## src/rtl/wb_port_arb_pkg.sv

```systemverilog
// Shared definitions for the regfile write-port arbiter.
// Holds the legacy control encodings (reset/write-enable levels, NOP address,
// zero word), the arbiter state encodings and the default starvation limit.
package wb_port_arb_pkg;

  localparam logic        RstEnable    = 1'b1;
  localparam logic        WriteEnable  = 1'b1;
  localparam logic        WriteDisable = 1'b0;

  localparam int          RegAddrBusW  = 5;
  localparam int          RegBusW      = 32;
  localparam logic [4:0]  NOPRegAddr   = 5'b00000;
  localparam logic [31:0] ZeroWord     = 32'h0000_0000;

  localparam logic        ArbIdle      = 1'b0;
  localparam logic        ArbForce     = 1'b1;

  localparam int          MaxWbWait    = 4;

endpackage

```

## src/rtl/wb_hold_buf.sv

```systemverilog
// One-entry holding buffer for a long-latency result waiting for the
// regfile write port.
//   clk, rst        : clock, synchronous active-high reset
//   load            : capture load_addr/load_data, entry becomes valid
//   load_addr/data  : incoming result
//   clr             : entry leaves (drained to the regfile or squashed)
//   valid/addr/data : current entry
// load is only raised while the entry is empty and clr only while it is
// full, so the two never collide; clr still takes priority.
module wb_hold_buf
  import wb_port_arb_pkg::*;
#(
  parameter int ADDR_W = RegAddrBusW,
  parameter int DATA_W = RegBusW
) (
  input  logic              clk,
  input  logic              rst,
  input  logic              load,
  input  logic [ADDR_W-1:0] load_addr,
  input  logic [DATA_W-1:0] load_data,
  input  logic              clr,
  output logic              valid,
  output logic [ADDR_W-1:0] addr,
  output logic [DATA_W-1:0] data
);

  always_ff @(posedge clk) begin
    if (rst == RstEnable) begin
      valid <= 1'b0;
      addr  <= '0;
      data  <= '0;
    end else if (clr) begin
      valid <= 1'b0;
    end else if (load) begin
      valid <= 1'b1;
      addr  <= load_addr;
      data  <= load_data;
    end
  end

endmodule

```

## src/rtl/wb_port_arb.sv

```systemverilog
// Arbiter for the single regfile write port.
// The in-order MEM/WB writeback normally wins; a long-latency result is
// parked in a one-entry buffer and written when the port is free. If the
// buffered result loses MAX_WAIT times, the arbiter enters FORCE for one
// cycle: stall_req freezes IF..MEM/WB and the buffer is drained, the
// pipeline write being re-presented the following cycle.
//   clk, rst                    : clock, synchronous active-high reset
//   wb_wd/wb_wreg/wb_wdata      : pipeline write request
//   lr_valid/lr_wd/lr_wdata     : long-latency result, handshake with lr_ready
//   lr_ready                    : buffer empty, can accept
//   lr_pending/lr_pend_wd       : held result for the decode interlock
//   stall_req                   : freeze request to the stall controller
//   rf_we/rf_waddr/rf_wdata     : registered regfile write port
module wb_port_arb
  import wb_port_arb_pkg::*;
#(
  parameter int ADDR_W   = RegAddrBusW,
  parameter int DATA_W   = RegBusW,
  parameter int MAX_WAIT = MaxWbWait
) (
  input  logic              clk,
  input  logic              rst,
  input  logic [ADDR_W-1:0] wb_wd,
  input  logic              wb_wreg,
  input  logic [DATA_W-1:0] wb_wdata,
  input  logic              lr_valid,
  input  logic [ADDR_W-1:0] lr_wd,
  input  logic [DATA_W-1:0] lr_wdata,
  output logic              lr_ready,
  output logic              lr_pending,
  output logic [ADDR_W-1:0] lr_pend_wd,
  output logic              stall_req,
  output logic              rf_we,
  output logic [ADDR_W-1:0] rf_waddr,
  output logic [DATA_W-1:0] rf_wdata
);

  localparam logic [3:0] MaxW = 4'(MAX_WAIT);

  logic              state, state_nxt;
  logic [3:0]        wait_cnt, wait_nxt;
  logic              buf_valid;
  logic [ADDR_W-1:0] buf_addr;
  logic [DATA_W-1:0] buf_data;
  logic              pipe_req, pipe_sel, buf_sel, squash, lose, accept;

  always_comb begin
    pipe_req = wb_wreg && (wb_wd != '0);
    pipe_sel = pipe_req && (state == ArbIdle);
    buf_sel  = buf_valid && ((state == ArbForce) || !pipe_req);
    // Younger pipeline write to the same register makes the held value dead.
    squash   = pipe_sel && buf_valid && (wb_wd == buf_addr);
    lose     = buf_valid && !buf_sel && !squash;
    accept   = lr_valid && !buf_valid && (lr_wd != '0);

    wait_nxt = '0;
    if (lose) wait_nxt = (wait_cnt == MaxW) ? wait_cnt : wait_cnt + 4'd1;

    // Looking at the updated count lets the drain follow the MAX_WAIT-th
    // loss directly, without granting the pipeline one more cycle.
    state_nxt = ArbIdle;
    if (state == ArbIdle && lose && wait_nxt == MaxW) state_nxt = ArbForce;
  end

  wb_hold_buf #(.ADDR_W(ADDR_W), .DATA_W(DATA_W)) u_hold (
    .clk       (clk),
    .rst       (rst),
    .load      (accept),
    .load_addr (lr_wd),
    .load_data (lr_wdata),
    .clr       (buf_sel || squash),
    .valid     (buf_valid),
    .addr      (buf_addr),
    .data      (buf_data)
  );

  always_ff @(posedge clk) begin
    if (rst == RstEnable) begin
      state    <= ArbIdle;
      wait_cnt <= '0;
      rf_we    <= WriteDisable;
      rf_waddr <= '0;
      rf_wdata <= '0;
    end else begin
      state    <= state_nxt;
      wait_cnt <= wait_nxt;
      rf_we    <= (buf_sel || pipe_sel) ? WriteEnable : WriteDisable;
      if (buf_sel) begin
        rf_waddr <= buf_addr;
        rf_wdata <= buf_data;
      end else if (pipe_sel) begin
        rf_waddr <= wb_wd;
        rf_wdata <= wb_wdata;
      end
    end
  end

  assign lr_ready   = !buf_valid;
  assign lr_pending = buf_valid;
  assign lr_pend_wd = buf_valid ? buf_addr : '0;
  assign stall_req  = (state == ArbForce);

endmodule

```

## config.mk

```make
export PLATFORM = sky130hd
export DESIGN_NAME = wb_port_arb
export DESIGN_NICKNAME = d
export VERILOG_FILES = /design/src/rtl/wb_port_arb_pkg.sv /design/src/rtl/wb_hold_buf.sv /design/src/rtl/wb_port_arb.sv
export SDC_FILE = /design/constraint.sdc
export NUM_CORES = 1
export LEC_CHECK = 0
export ABC_AREA = 0
export BUFFER_PORTS_ARGS = -buffer_cell sky130_fd_sc_hd__buf_2
export CORE_MARGIN = 2
export CORE_UTILIZATION = 35
export CTS_CLUSTER_SIZE = 40
export DETAILED_ROUTE_END_ITERATION = 12
export PLACE_DENSITY = 0.63
export SLEW_MARGIN = 20
export SYNTH_ARGS = -nofsm -noshare
export SYNTH_HDL_FRONTEND = slang
export SYNTH_SLANG_ARGS = --single-unit
```

## constraint.sdc

```tcl
create_clock -name clk -period 1.5 [get_ports clk]
set_input_delay 0.075 -clock clk [delete_from_list [all_inputs] [get_ports clk]]
set_output_delay 0.075 -clock clk [all_outputs]
set_load 0.05 [all_outputs]
```

==> results.md, run 1 <==
- The flow ran to the end, and the final reports show no timing, DRC or antenna violations.
- The largest area contributor in the synthesized netlist is sky130_fd_sc_hd__dfxtp_1.
- The synthesized instance count is 381.
- The library cell used most frequently in the layout, excluding fill and tap cells, is sky130_fd_sc_hd__buf_2.
- Setup repair after global routing left no endpoint under its margin.
- The number of H-tree levels is 3.
- The post-placement cell count is 631.
- For this design the ratio of total power to cell area is 1060 nW/µm².
- The clock passes through at most 2 buffers.
- After legalization and detailed placement, the total HPWL measured 6050 µm.
- The final critical path time including I/O delays and setup is 1.46 ns.
- The die is 104 µm wide.
- Global routing used 20.5% of the available met1 tracks.
- For the final database, setup skew stands at 0.00953 ns.
- The number of slew-limit violations in the final report is 0.
- Global routing used 32.8% of the available met2 tracks.
- The simple-gate share of the synthesized area is 15.7%.
- The source-to-sink clock delay at the later pin of the worst-skew pair is 0.37 ns.
- The synthesized netlist devotes 20.9% of its cell area to compound gates.
- The synthesized area is 3500 µm².
- The die covers 10800 µm².
- The final routed wirelength across all metal layers is 9490 µm.
- After synthesis the netlist holds a flip-flop and latch count of 81.
- The cell sitting at the root of the clock tree is a sky130_fd_sc_hd__clkbuf_8.
- The total DRC errors in the routed layout is 0.
- After Yosys synthesis, XOR and XNOR cells account for 1.50% of the synthesized area.
- In this run the remaining antenna-violating nets after routing total 0.
- STA classifies the critical path startpoint as a flip-flop.
- In this run the mean area of a mapped cell was 9.18 µm².
- The area growth from synthesis to layout is 45.1%.
- The via count of the first global-routing pass came to 3291.
- The layer flagged by global routing as most heavily used is met2.
- The final count of hold timing violations is 0.
- The worst slew margin relative to its limit is 70.2%.
- The clock drives 81 sinks.
- The final setup violation count is 0.
- In this run the biggest area consumer among cell types represents 46.4% of the synthesized area.
- Power comes to 5.40 mW.
- The number of search-and-repair iterations in the first detailed-routing pass is 4.
- The clock tree from TritonCTS is built.
- The core footprint is 9730 µm².
- In the final routed layout, each cell accounts on average for 13.8 µm.
- Global routing finished with a remaining overflow of 0.
- For the pin with the worst max-slew slack, the measured transition is 0.447 ns.
- The number of setup buffers added after CTS is 0.
- In this run the count of I/O pins placed on the die edge is 124.
- STA classifies the critical path endpoint as a primary output.
- The share of the clock period used by the worst path after layout is 97.1%.
- After filler insertion, the fill cell instance count of the layout stands at 907.
- The global routing met3 resource utilization is 3.70%.
- In this run the vertical extent of the chip is 104 µm.
- In this run the static leakage power is 2.14 nW.
- In the final layout, the multi-input gates occupy 1700 µm².
- The class of the worst hold path is in -> reg.
- Across the run, the number of max-cap violations was 0.
- Global routing used 18.2% of the available tracks across all layers.
- Across the whole layout, storage elements account for 1630 µm².
- The post-layout net count is 630.
- The first routing iteration left 164 violations.
- Of the cells placed in the final design, the portion with a size suffix greater than 1 is 37.1%.
- Timing would allow up to 687 MHz.
- Once the floorplan was initialized, standard cells occupied 36.0% of the core.
- The initial antenna violation count is 0.
- The number of warning messages in the yosys log is 0.
- Routability-driven placement finished with a final weighted congestion of 0.765.
- The first global-routing pass estimated 15800 µm of wire.
- The smallest setup slack after layout is 0.0438 ns.
- The final cell count without fillers is 688.
- The floorplan row count is 36.
- The worst setup path category is reg -> out.
- The main combinational cell family by area after synthesis is compound AO/OA/AOI/OAI gates.
- The number of vias after detailed routing is 3225.
- By area the synthesized netlist is led by sky130_fd_sc_hd__dfxtp_1, sky130_fd_sc_hd__a211oi_2, sky130_fd_sc_hd__mux2i_1.
- Summing the sequential cell areas from Yosys gives 46.4% of the chip area.
- Counting distinct cell types in the post-synthesis netlist gives 31.
- The pre-CTS setup slack is -0.0763 ns.
- The number of buffers created by CTS is 9.
- Along the worst path, the maximum fanout reaches 20.
- The required time at the endpoint of the critical path is 1.42 ns.
- The quantity of I/O buffers inserted on ports is 123.
- The largest voltage drop on the vdd net is 0.515 mV.
- In the layout the commonest cells are sky130_fd_sc_hd__buf_2, sky130_fd_sc_hd__dfxtp_1, sky130_fd_sc_hd__nand2_1, sky130_fd_sc_hd__nor2_1, sky130_fd_sc_hd__a21oi_1.
- Clock-pin slew was measured on the worst setup and hold paths at 0.09 ns.
- The number of antenna cells inserted is 0.
- The mux share of post-synthesis cell area is 9.16%.
- Summing the areas of all fa, ha and maj instances in the mapped netlist gives 0.715% of the synthesized area.
- Dividing the detail-routed via count by the number of cells gives 4.69.
- The largest net degree at the start of global routing is 77.
- The number of nets in the synthesized netlist is 461.
- The critical path data arrival time is 1.38 ns.
[logic make-up after synthesis]
| family | Yosys count |
|---|---|
| adder cells (fa/ha/maj) | 2 |
| XOR/XNOR | 6 |
| AO/OA/AOI/OAI | 91 |
| AND/OR/NAND/NOR | 134 |
| multiplexers | 32 |
| flip-flops | 81 |
| buffers and inverters | 35 |
[cells in the mapped netlist (all sizes together)]
| cell type | count |
|---|---|
| a32oi | 1 |
| clkinv | 1 |
| nor2b | 2 |
| mux2i | 32 |
| nand2b | 1 |
| a21oi | 43 |
| or4 | 2 |
| inv | 5 |
| dfxtp | 81 |
| and2 | 5 |
| xnor2 | 6 |
| clkbuf | 12 |
| nand2 | 73 |
| o2111ai | 1 |
| ha | 2 |
| a211oi | 36 |
| nand3 | 5 |
| a21o | 1 |
| nor2 | 42 |
| o21a | 2 |
| buf | 17 |
| nor3 | 3 |
| a22oi | 2 |
| nor4 | 1 |
| o21ai | 5 |
[report_power, final]
part | leakage [nW] | switching [mW] | internal, mW
clock | 0.109 | 0.839 | 0.986
sequential | 0.670 | 0.0782 | 2.29
combinational | 1.36 | 0.725 | 0.483
[per-layer routing]
metal,share of wire [%],vias to the layer above
li1,-,1644
met1,42,1493
met2,52,74
met4,2.1,0
met5,0,-
met3,4.1,14
[per-stage QoR]
stage	TNS [ns]	utilization [%]	area, µm²	hold slack [ns]
global placement	-0.682	45.2	4400	0.316
finish	0	52.2	5070	0.0161
floorplan	-0.426	-	3520	0.211
detailed placement	-1.58	45.2	4400	0.321
CTS	0	52.1	5070	0.00507
global route	0	52.2	5070	0.0155
[worst max-delay path, cell delays in order, from the launching register on]
cell and delay (ns):
sky130_fd_sc_hd__dfxtp_4 0.41, sky130_fd_sc_hd__buf_16 0.20, sky130_fd_sc_hd__and2_4 0.16, sky130_fd_sc_hd__buf_2 0.25
[cell type report]
cell class	count	share of cell area (%)
clock buffer	10	2.71
tap	133	3.28
sequential	81	32.1
inverter	6	0.468
multi-input combinational	265	33.6
timing repair buffer	187	26.1
clock inverter	6	1.78
[flip-flops by register name, indices dropped and copies added (netlist names)]
signal	cells
u_hold.data	32
wait_cnt	4
rf_wdata	32
u_hold.valid	1
u_hold.addr	5
stall_req	1
rf_waddr	5
rf_we	1
[path summary, 6_finish.rpt]
kind	slack, ns	to	cells after the start	from
min	0.02	rf_wdata[17]	3	wb_wdata[17]
min reg2reg	0.46	u_hold.data[7]	2	u_hold.data[7]
max reg2reg	0.11	rf_wdata[18]	5	stall_req
max	0.04	lr_pend_wd[3]	3	u_hold.valid
[timing repair]
action / 4_1_cts / 5_1_grt
hold buffers: 40 / 0
setup endpoints to repair: 4 / 2
gates cloned: 1 / 0
hold endpoints to repair: 40 / 0
resized for setup: 3 / 2
Power figures use the tool's default switching activity.
==> run 2: changes to the inputs <==
Settings changed: CTS_BUF_LIST set to sky130_fd_sc_hd__clkbuf_8 sky130_fd_sc_hd__clkbuf_16, PLACE_DENSITY 0.63 to 0.61.
Clock period 1.5 ns to 1.6 ns, I/O delays scaled along.
==> run 2 against run 1 <==
Net effect: setup slack worse by 0.061 ns; highest routed layer unchanged; cell count decreased by 1.0%; largest cell class unchanged; the run now ends with negative setup slack left; register-to-register slack improved by 0.05 ns; total power down 11%.
==> results.md, run 2 (same netlist as run 1, synthesis figures left out) <==
- The class of the worst hold path is in -> reg (unchanged).
- The share of final-layout standard cells stronger than drive strength 1 is 38.0% (was 37.1%).
- The via count of the first global-routing pass is 3076 (was 3291).
- The overall die area was 10800 µm² (unchanged).
- The initial antenna violation count is 0 (unchanged).
- The clock tree from TritonCTS is built (unchanged).
- The required time at the endpoint of the critical path came to 1.87 ns (was 1.42 ns).
- The DRC violation total after the first TritonRoute iteration is 121 (was 164).
- The number of vias after detailed routing was 3204 (was 3225).
- Commonest cells after routing, fill and taps aside: sky130_fd_sc_hd__buf_2, sky130_fd_sc_hd__dfxtp_1, sky130_fd_sc_hd__nand2_1, sky130_fd_sc_hd__nor2_1, sky130_fd_sc_hd__dlygate4sd3_1 (was sky130_fd_sc_hd__buf_2, sky130_fd_sc_hd__dfxtp_1, sky130_fd_sc_hd__nand2_1, sky130_fd_sc_hd__nor2_1, sky130_fd_sc_hd__a21oi_1).
- The average via count per standard cell is 4.70 (was 4.69).
- Worst path cell trace: dlygate4sd3_1, or4_4, o21ai_4, buf_12, clkbuf_16, nand2_1, a21oi_1 (was buf_16, and2_4, buf_2).
- The number of buffers created by CTS was 9 (unchanged).
- The number of antenna cells inserted is 0 (unchanged).
- The die width is 104 µm (unchanged).
- The leakage power of the design is 2.11 nW (was 2.14 nW).
- The total DRC errors in the routed layout was 0 (unchanged).
- The detailed-placement wirelength estimate came to 6060 µm (was 6050 µm).
- The largest voltage drop on the vdd net is 0.439 mV (was 0.515 mV).
- The peak per-stage delay on the critical path is 0.56 ns (was 0.41 ns).
- The number of search-and-repair iterations in the first detailed-routing pass is 4 (unchanged).
- The clock skew after layout is 0.0129 ns (was 0.00953 ns).
- Outcome: finished, violations left (was finished, final reports clean).
- The beginning of the worst hold path is wb_wdata[20] (was wb_wdata[17]).
- The endpoint kind of the worst setup timing path is a flip-flop (was primary output).
- The worst hold endpoint is rf_wdata[20] (was rf_wdata[17]).
- The final setup violation count was 1 (was 0).
- The net load switching power is 1.58 mW (was 1.64 mW).
- The weighted congestion reported at the end of routability-driven placement is 0.737 (was 0.765).
- The end of the worst register-to-register path is stall_req (was rf_wdata[18]).
- The final count of hold timing violations is 0 (unchanged).
- The area growth from synthesis to layout was 44.1% (was 45.1%).
- The share of the clock period used by the worst path after layout is 101%.
- The clock root buffer is sky130_fd_sc_hd__clkbuf_8 (unchanged).
- The smallest setup slack after layout is -0.0168 ns (was 0.0438 ns).
- The quantity of I/O buffers inserted on ports is 123 (unchanged).
- The filler cell count is 930 (was 907).
- The average routed wire per standard cell is 13.9 µm (was 13.8 µm).
- The nature of the critical path startpoint is an input port (was flip-flop).
- The boundary pin count was 124 (unchanged).
- The number of max-capacitance violations reported came to 0 (unchanged).
- The largest fanout on the critical path is 8 (was 20).
- The reg2reg setup slack came to 0.16 ns (was 0.11 ns).
- The critical path data arrival time is 1.89 ns (was 1.38 ns).
- The pre-CTS setup slack is 0.000800 ns (was -0.0763 ns).
- The total negative slack was -0.0168 ns (was 0 ns).
- The source-to-sink clock delay at the later pin of the worst-skew pair came to 0.35 ns (was 0.37 ns).
- Largest regs: rf_wdata (32), u_hold.data (32) (unchanged).
- The total power was 4.81 mW (was 5.40 mW).
- The number of H-tree levels is 3 (unchanged).
- The startpoint of the most critical register-to-register path is wait_cnt[0] (was stall_req).
- The internal power component is 3.23 mW (was 3.76 mW).
- The total number of clock tree sinks is 81 (unchanged).
- The flip-flop and latch area is 1620 µm² (was 1630 µm²).
- The combined global-route utilization of all metal layers is 16.6% (was 18.2%).
- The clock transition at the register clock pins on the worst setup and hold paths after CTS was 0.10 ns (was 0.09 ns).
- The power share of the sequential group is 46.2% (was 43.9%).
- The most common library cell in the layout ignoring fill and taps is sky130_fd_sc_hd__buf_2 (unchanged).
- The worst setup path category is in -> reg (was reg -> out).
- The height of the chip is 104 µm (unchanged).
- The total area of multi-input combinational cells is 1730 µm² (was 1700 µm²).
- The worst slew margin relative to its limit came to 72.0% (was 70.2%).
- The power density normalized to cell area is 955 nW/µm² (was 1060 nW/µm²).
- The kind of cell adding the most delay to the critical path is buffers and inverters (unchanged).
- The number of gates on the worst path with buffers counted is 7 (was 3).
- The remaining number of nets flagged by the antenna check after routing is 0 (unchanged).
- The first-pass GRT wire length is 14700 µm (was 15800 µm).
- The final routed wirelength across all metal layers is 9480 µm (was 9490 µm).
- The share of power burned in combinational logic is 23.9% (was 22.3%).
- The maximum buffer depth of the clock tree is 2 (unchanged).
- The starting density of the core is 36.0% (unchanged).
- The share of total power consumed by net switching is 32.8% (was 30.4%).
- The hold path depth is 3 (unchanged).
- The number of slew-limit violations in the final report came to 0 (unchanged).
- The share of power burned in the clock network came to 29.9% (was 33.8%).
- After layout, the minimum clock period comes to 1.62 ns.
- The largest net degree at the start of global routing is 34 (was 77).
- The depth of the worst register-to-register path was 5 (unchanged).
- The final reports fail on negative setup slack.
- The highest clock rate is 619 MHz.
- The post-layout net count was 623 (was 630).
- The core footprint is 9730 µm² (unchanged).
- The critical path's slowest cell is sky130_fd_sc_hd__dlygate4sd3_1 (was sky130_fd_sc_hd__dfxtp_4).
- The buffer and inverter count on the worst path is 3 (was 2).
- The residual overflow from global routing is 0 (unchanged).
- The slew at the pin with the worst max-slew slack is 0.420 ns (was 0.447 ns).
- The floorplan row count is 36 (unchanged).
==> run 2: cell count changes in the layout (fill, tap and decap cells not counted), sizes merged <==
cell / delta
inv: +1
dlygate4sd3: -1
clkbuf: +3
bufbuf: -1
buf: -8
clkinv: +1
bufinv: -2
==> run 2: how the worst max path moves through the flow <==
stage	start	end	slack (ns)
global placement	wb_wd[0]	rf_wdata[2]	0.02
finish	lr_wd[1]	u_hold.addr[2]	-0.02
CTS	lr_wd[0]	u_hold.valid	0.01
floorplan	u_hold.valid	rf_waddr[4]	0.002
detailed placement	wb_wd[0]	rf_wdata[3]	0.0008
global route	lr_wd[1]	u_hold.addr[2]	-0.03
==> run 2: area by class of cell <==
type	instances	area share [%]
multi-input cells	265	34.3
flip-flops and latches	81	32.2
repair buffers	180	26.0
well taps	133	3.30
clock buffers	10	2.73
clock inverters	6	0.993
inverters	6	0.472
==> run 2: stage by stage <==
step           instance area (µm²)  utilization, %  instances  hold WS, ns
6_report                      5040            51.8        681       0.0303
5_1_grt                       5040            51.8        681       0.0156
4_1_cts                       4890            50.2        677      0.00339
3_5_place_dp                  4310            44.3        622        0.326
3_3_place_gp                  4310            44.3        622        0.323
2_1_floorplan                 3510               -        381        0.216
==> run 2: power groups by stage <==
| stage | registers, mW | logic (mW) | clock network [mW] |
|---|---|---|---|
| 2_1_floorplan | 2.52 | 0.455 | 0 |
| 3_3_place_gp | 2.27 | 0.996 | 0 |
| 3_5_place_dp | 2.27 | 1.01 | 0 |
| 4_1_cts | 2.22 | 1.09 | 1.48 |
| 5_1_grt | 2.24 | 1.23 | 1.59 |
| 6_report | 2.22 | 1.15 | 1.44 |
==> run 2: tightest hold or removal path, delay by kind of cell <==
kind | cells | cell delay (ns)
AO/OA/AOI/OAI | 1 | 0.05
buffers and inverters | 1 | 0.09
AND/OR/NAND/NOR | 1 | 0.11
==> run 2: repair_timing <==
action | 4_1_cts | 5_1_grt
setup buffers | 0 | 1
endpoints found under the setup margin | 0 | 19
resized for setup | 0 | 9
hold buffers | 39 | 0
hold endpoints to repair | 39 | 0
==> run 2: per-layer routing <==
layer / vias up / part of all wire (%) / routed length, µm / GRT usage [%]
met3: 9 / 4.1 / 388 / 3.20
met5: - / 0 / 0 / 0
met1: 1486 / 45 / 4310 / 20.6
met4: 0 / 1.2 / 118 / 6.76
met2: 79 / 49 / 4670 / 28.3
li1: 1630 / - / - / -
==> run 3: changes to the inputs <==
Settings changed: CORE_UTILIZATION 35 to 40, PLACE_DENSITY 0.61 to 0.67.
==> run 3 against run 2 <==
Net effect: the flow now finishes without violations; total power up 1.9%; first-iteration DRC count decreased by 42%; die area shrank 12%; hold slack better by 0.0029 ns; critical path type is now reg -> out; critical endpoint is now lr_pend_wd[4].
==> results.md, run 3 (same netlist as run 1, synthesis figures left out) <==
- The clock transition at the register clock pins on the worst setup and hold paths after CTS is 0.09 ns (was 0.10 ns).
- The number of H-tree levels was 3 (unchanged).
- The final routed wirelength across all metal layers is 8560 µm (was 9480 µm).
- The boundary pin count is 124 (unchanged).
- The final cell count without fillers is 643 (was 681).
- The number of vias after detailed routing is 3102 (was 3204).
- The core footprint was 8590 µm² (was 9730 µm²).
- The maximum buffer depth of the clock tree is 2 (unchanged).
- The DRC violation total after the first TritonRoute iteration came to 70 (was 121).
- The number of slew-limit violations in the final report is 0 (unchanged).
- The total negative slack is 0 ns (was -0.0168 ns).
- The largest voltage drop on the vdd net is 0.442 mV (was 0.439 mV).
- Commonest cells after routing, fill and taps aside: sky130_fd_sc_hd__buf_2, sky130_fd_sc_hd__dfxtp_1, sky130_fd_sc_hd__nand2_1, sky130_fd_sc_hd__nor2_1, sky130_fd_sc_hd__a21oi_1 (was sky130_fd_sc_hd__buf_2, sky130_fd_sc_hd__dfxtp_1, sky130_fd_sc_hd__nand2_1, sky130_fd_sc_hd__nor2_1, sky130_fd_sc_hd__dlygate4sd3_1).
- The worst slew margin relative to its limit came to 68.4% (was 72.0%).
- The initial antenna violation count is 0 (unchanged).
- The detailed-placement wirelength estimate is 5420 µm (was 6060 µm).
- The number of buffers created by CTS came to 9 (unchanged).
- The reg2reg setup slack came to 0.18 ns (was 0.16 ns).
- The critical path's slowest cell was sky130_fd_sc_hd__dfxtp_2 (was sky130_fd_sc_hd__dlygate4sd3_1).
- The average via count per standard cell is 4.82 (was 4.70).
- Largest regs: rf_wdata (32), u_hold.data (32) (unchanged).
- The largest net degree at the start of global routing is 77 (was 34).
- The startpoint of the most critical register-to-register path is u_hold.valid (was wait_cnt[0]).
- The source-to-sink clock delay at the later pin of the worst-skew pair was 0.34 ns (was 0.35 ns).
- Outcome: finished, final reports clean (was finished, violations left).
- The class of the worst hold path is in -> reg (unchanged).
- The final count of hold timing violations is 0 (unchanged).
- The source of the critical timing path is u_hold.valid (was lr_wd[1]).
- The share of the clock period used by the worst path after layout was 91.4% (was 101%).
- The depth of the worst register-to-register path is 5 (unchanged).
- The combined global-route utilization of all metal layers was 17.9% (was 16.6%).
- The area growth from synthesis to layout is 38.1% (was 44.1%).
- The weighted congestion reported at the end of routability-driven placement is 0.807 (was 0.737).
- The slew at the pin with the worst max-slew slack is 0.474 ns (was 0.420 ns).
- The critical path data arrival time was 1.38 ns (was 1.89 ns).
- The via count of the first global-routing pass came to 3047 (was 3076).
- The share of final-layout standard cells stronger than drive strength 1 is 35.7% (was 38.0%).
- The largest fanout on the critical path is 21 (was 8).
- The quantity of gates resized following cts is 0 (unchanged).
- The final critical path time including I/O delays and setup is 1.46 ns (was 1.62 ns).
- The required time at the endpoint of the critical path is 1.52 ns (was 1.87 ns).
- The first-pass GRT wire length is 13800 µm (was 14700 µm).
- The floorplan row count was 34 (was 36).
- The clock tree from TritonCTS is built (unchanged).
- The overall die area is 9510 µm² (was 10800 µm²).
- The peak per-stage delay on the critical path is 0.40 ns (was 0.56 ns).
- The highest clock rate came to 684 MHz (was 619 MHz).
- The endpoint kind of the worst setup timing path is a primary output (was flip-flop).
- The starting density of the core came to 40.7% (was 36.0%).
- The worst setup path category is reg -> out (was in -> reg).
- Worst path cell trace: buf_12, and2_2, buf_2 (was dlygate4sd3_1, or4_4, o21ai_4, buf_12, clkbuf_16, nand2_1, a21oi_1).
- The filler cell count came to 769 (was 930).
- The leakage power of the design is 2.04 nW (was 2.11 nW).
- The remaining number of nets flagged by the antenna check after routing is 0 (unchanged).
- The critical path capture point is lr_pend_wd[4] (was u_hold.addr[2]).
- The total number of clock tree sinks was 81 (unchanged).
- The residual overflow from global routing is 0 (unchanged).
- The die width is 97.5 µm (was 104 µm).
- The number of search-and-repair iterations in the first detailed-routing pass is 4 (unchanged).
- The clock root buffer is sky130_fd_sc_hd__clkbuf_8 (unchanged).
- The total DRC errors in the routed layout is 0 (unchanged).
- The post-placement cell count is 593 (was 622).
- The clock skew after layout is 0.0131 ns (was 0.0129 ns).
- The nature of the critical path startpoint is a flip-flop (was input port).
- The end of the worst register-to-register path is u_hold.data[1] (was stall_req).
- The number of max-capacitance violations reported was 0 (unchanged).
- The number of antenna cells inserted is 0 (unchanged).
- The number of setup buffers added after CTS is 0 (unchanged).
- The average routed wire per standard cell came to 13.3 µm (was 13.9 µm).
- The most common library cell in the layout ignoring fill and taps is sky130_fd_sc_hd__buf_2 (unchanged).
- The final setup violation count was 0 (was 1).
- Setup repair after global routing left no endpoint under its margin.
- The quantity of I/O buffers inserted on ports was 123 (unchanged).
- The height of the chip is 97.5 µm (was 104 µm).
- The power density normalized to cell area is 1010 nW/µm² (was 955 nW/µm²).
- The post-layout net count was 611 (was 623).
[run 3: changes by cell type in the layout (fill, tap and decap cells not counted), sizes merged]
cell         before  now
inv               7    5
clkbuf           14   11
bufinv            0    2
clkinv            3    2
dlygate4sd3      39   34
buf             137  133
[run 3: how the worst min path moves through the flow]
stage / startpoint / to / slack, ns / cells past startpoint
6_report: lr_wd[0] / u_hold.addr[0] / 0.03 / 3
5_1_grt: lr_wd[0] / u_hold.addr[0] / 0.009 / 3
4_1_cts: lr_wd[0] / u_hold.addr[0] / 0.006 / 3
3_5_place_dp: lr_wdata[14] / u_hold.data[14] / 0.33 / 3
3_3_place_gp: lr_wdata[17] / u_hold.data[17] / 0.32 / 3
2_1_floorplan: lr_wdata[0] / u_hold.data[0] / 0.22 / 2
[run 3: layout make-up]
cell class / count / area [µm²] / share of cell area (%)
multi-input combinational: 265 / 1700 / 35.2
sequential: 81 / 1620 / 33.6
timing repair buffer: 168 / 1130 / 23.5
clock buffer: 10 / 138 / 2.85
tap: 108 / 135 / 2.80
clock inverter: 5 / 80.1 / 1.66
inverter: 6 / 23.8 / 0.492
[run 3: routing by layer]
metal	global-route usage, %	vias to the layer above	part of all wire, %
li1	-	1601	-
met3	4.24	7	4.6
met2	31.3	78	49
met1	20.9	1416	45
met4	7.48	0	1.3
met5	0	-	0
[run 3: power breakdown]
group	total, mW	switching, mW	leakage, nW	internal (mW)
combinational	1.07	0.662	1.26	0.406
clock	1.61	0.704	0.104	0.910
sequential	2.22	0.0704	0.669	2.15
[run 3: repair_timing]
| item | in CTS | in global routing |
|---|---|---|
| hold endpoints to repair | 34 | 0 |
| hold buffers | 34 | 0 |
| endpoints found under the setup margin | 0 | 3 |
[run 3: metrics by stage]
stage	utilization, %	hold slack, ns	setup slack (ns)	total power [mW]	instance area (µm²)
2_1_floorplan	-	0.216	0.00197	2.97	3510
3_3_place_gp	49.4	0.323	0.0617	3.25	4250
3_5_place_dp	49.4	0.329	0.0148	3.27	4250
4_1_cts	55.9	0.00583	0.0363	4.95	4810
5_1_grt	56.2	0.00926	0.0673	5.15	4830
6_report	56.2	0.0332	0.138	4.90	4830
[run 3: critical path, delay by kind of cell, from the launching register on]
kind,cells,cell delay (ns)
buffers and inverters,2,0.46
DFF,1,0.40
and+or+nand+nor,1,0.18
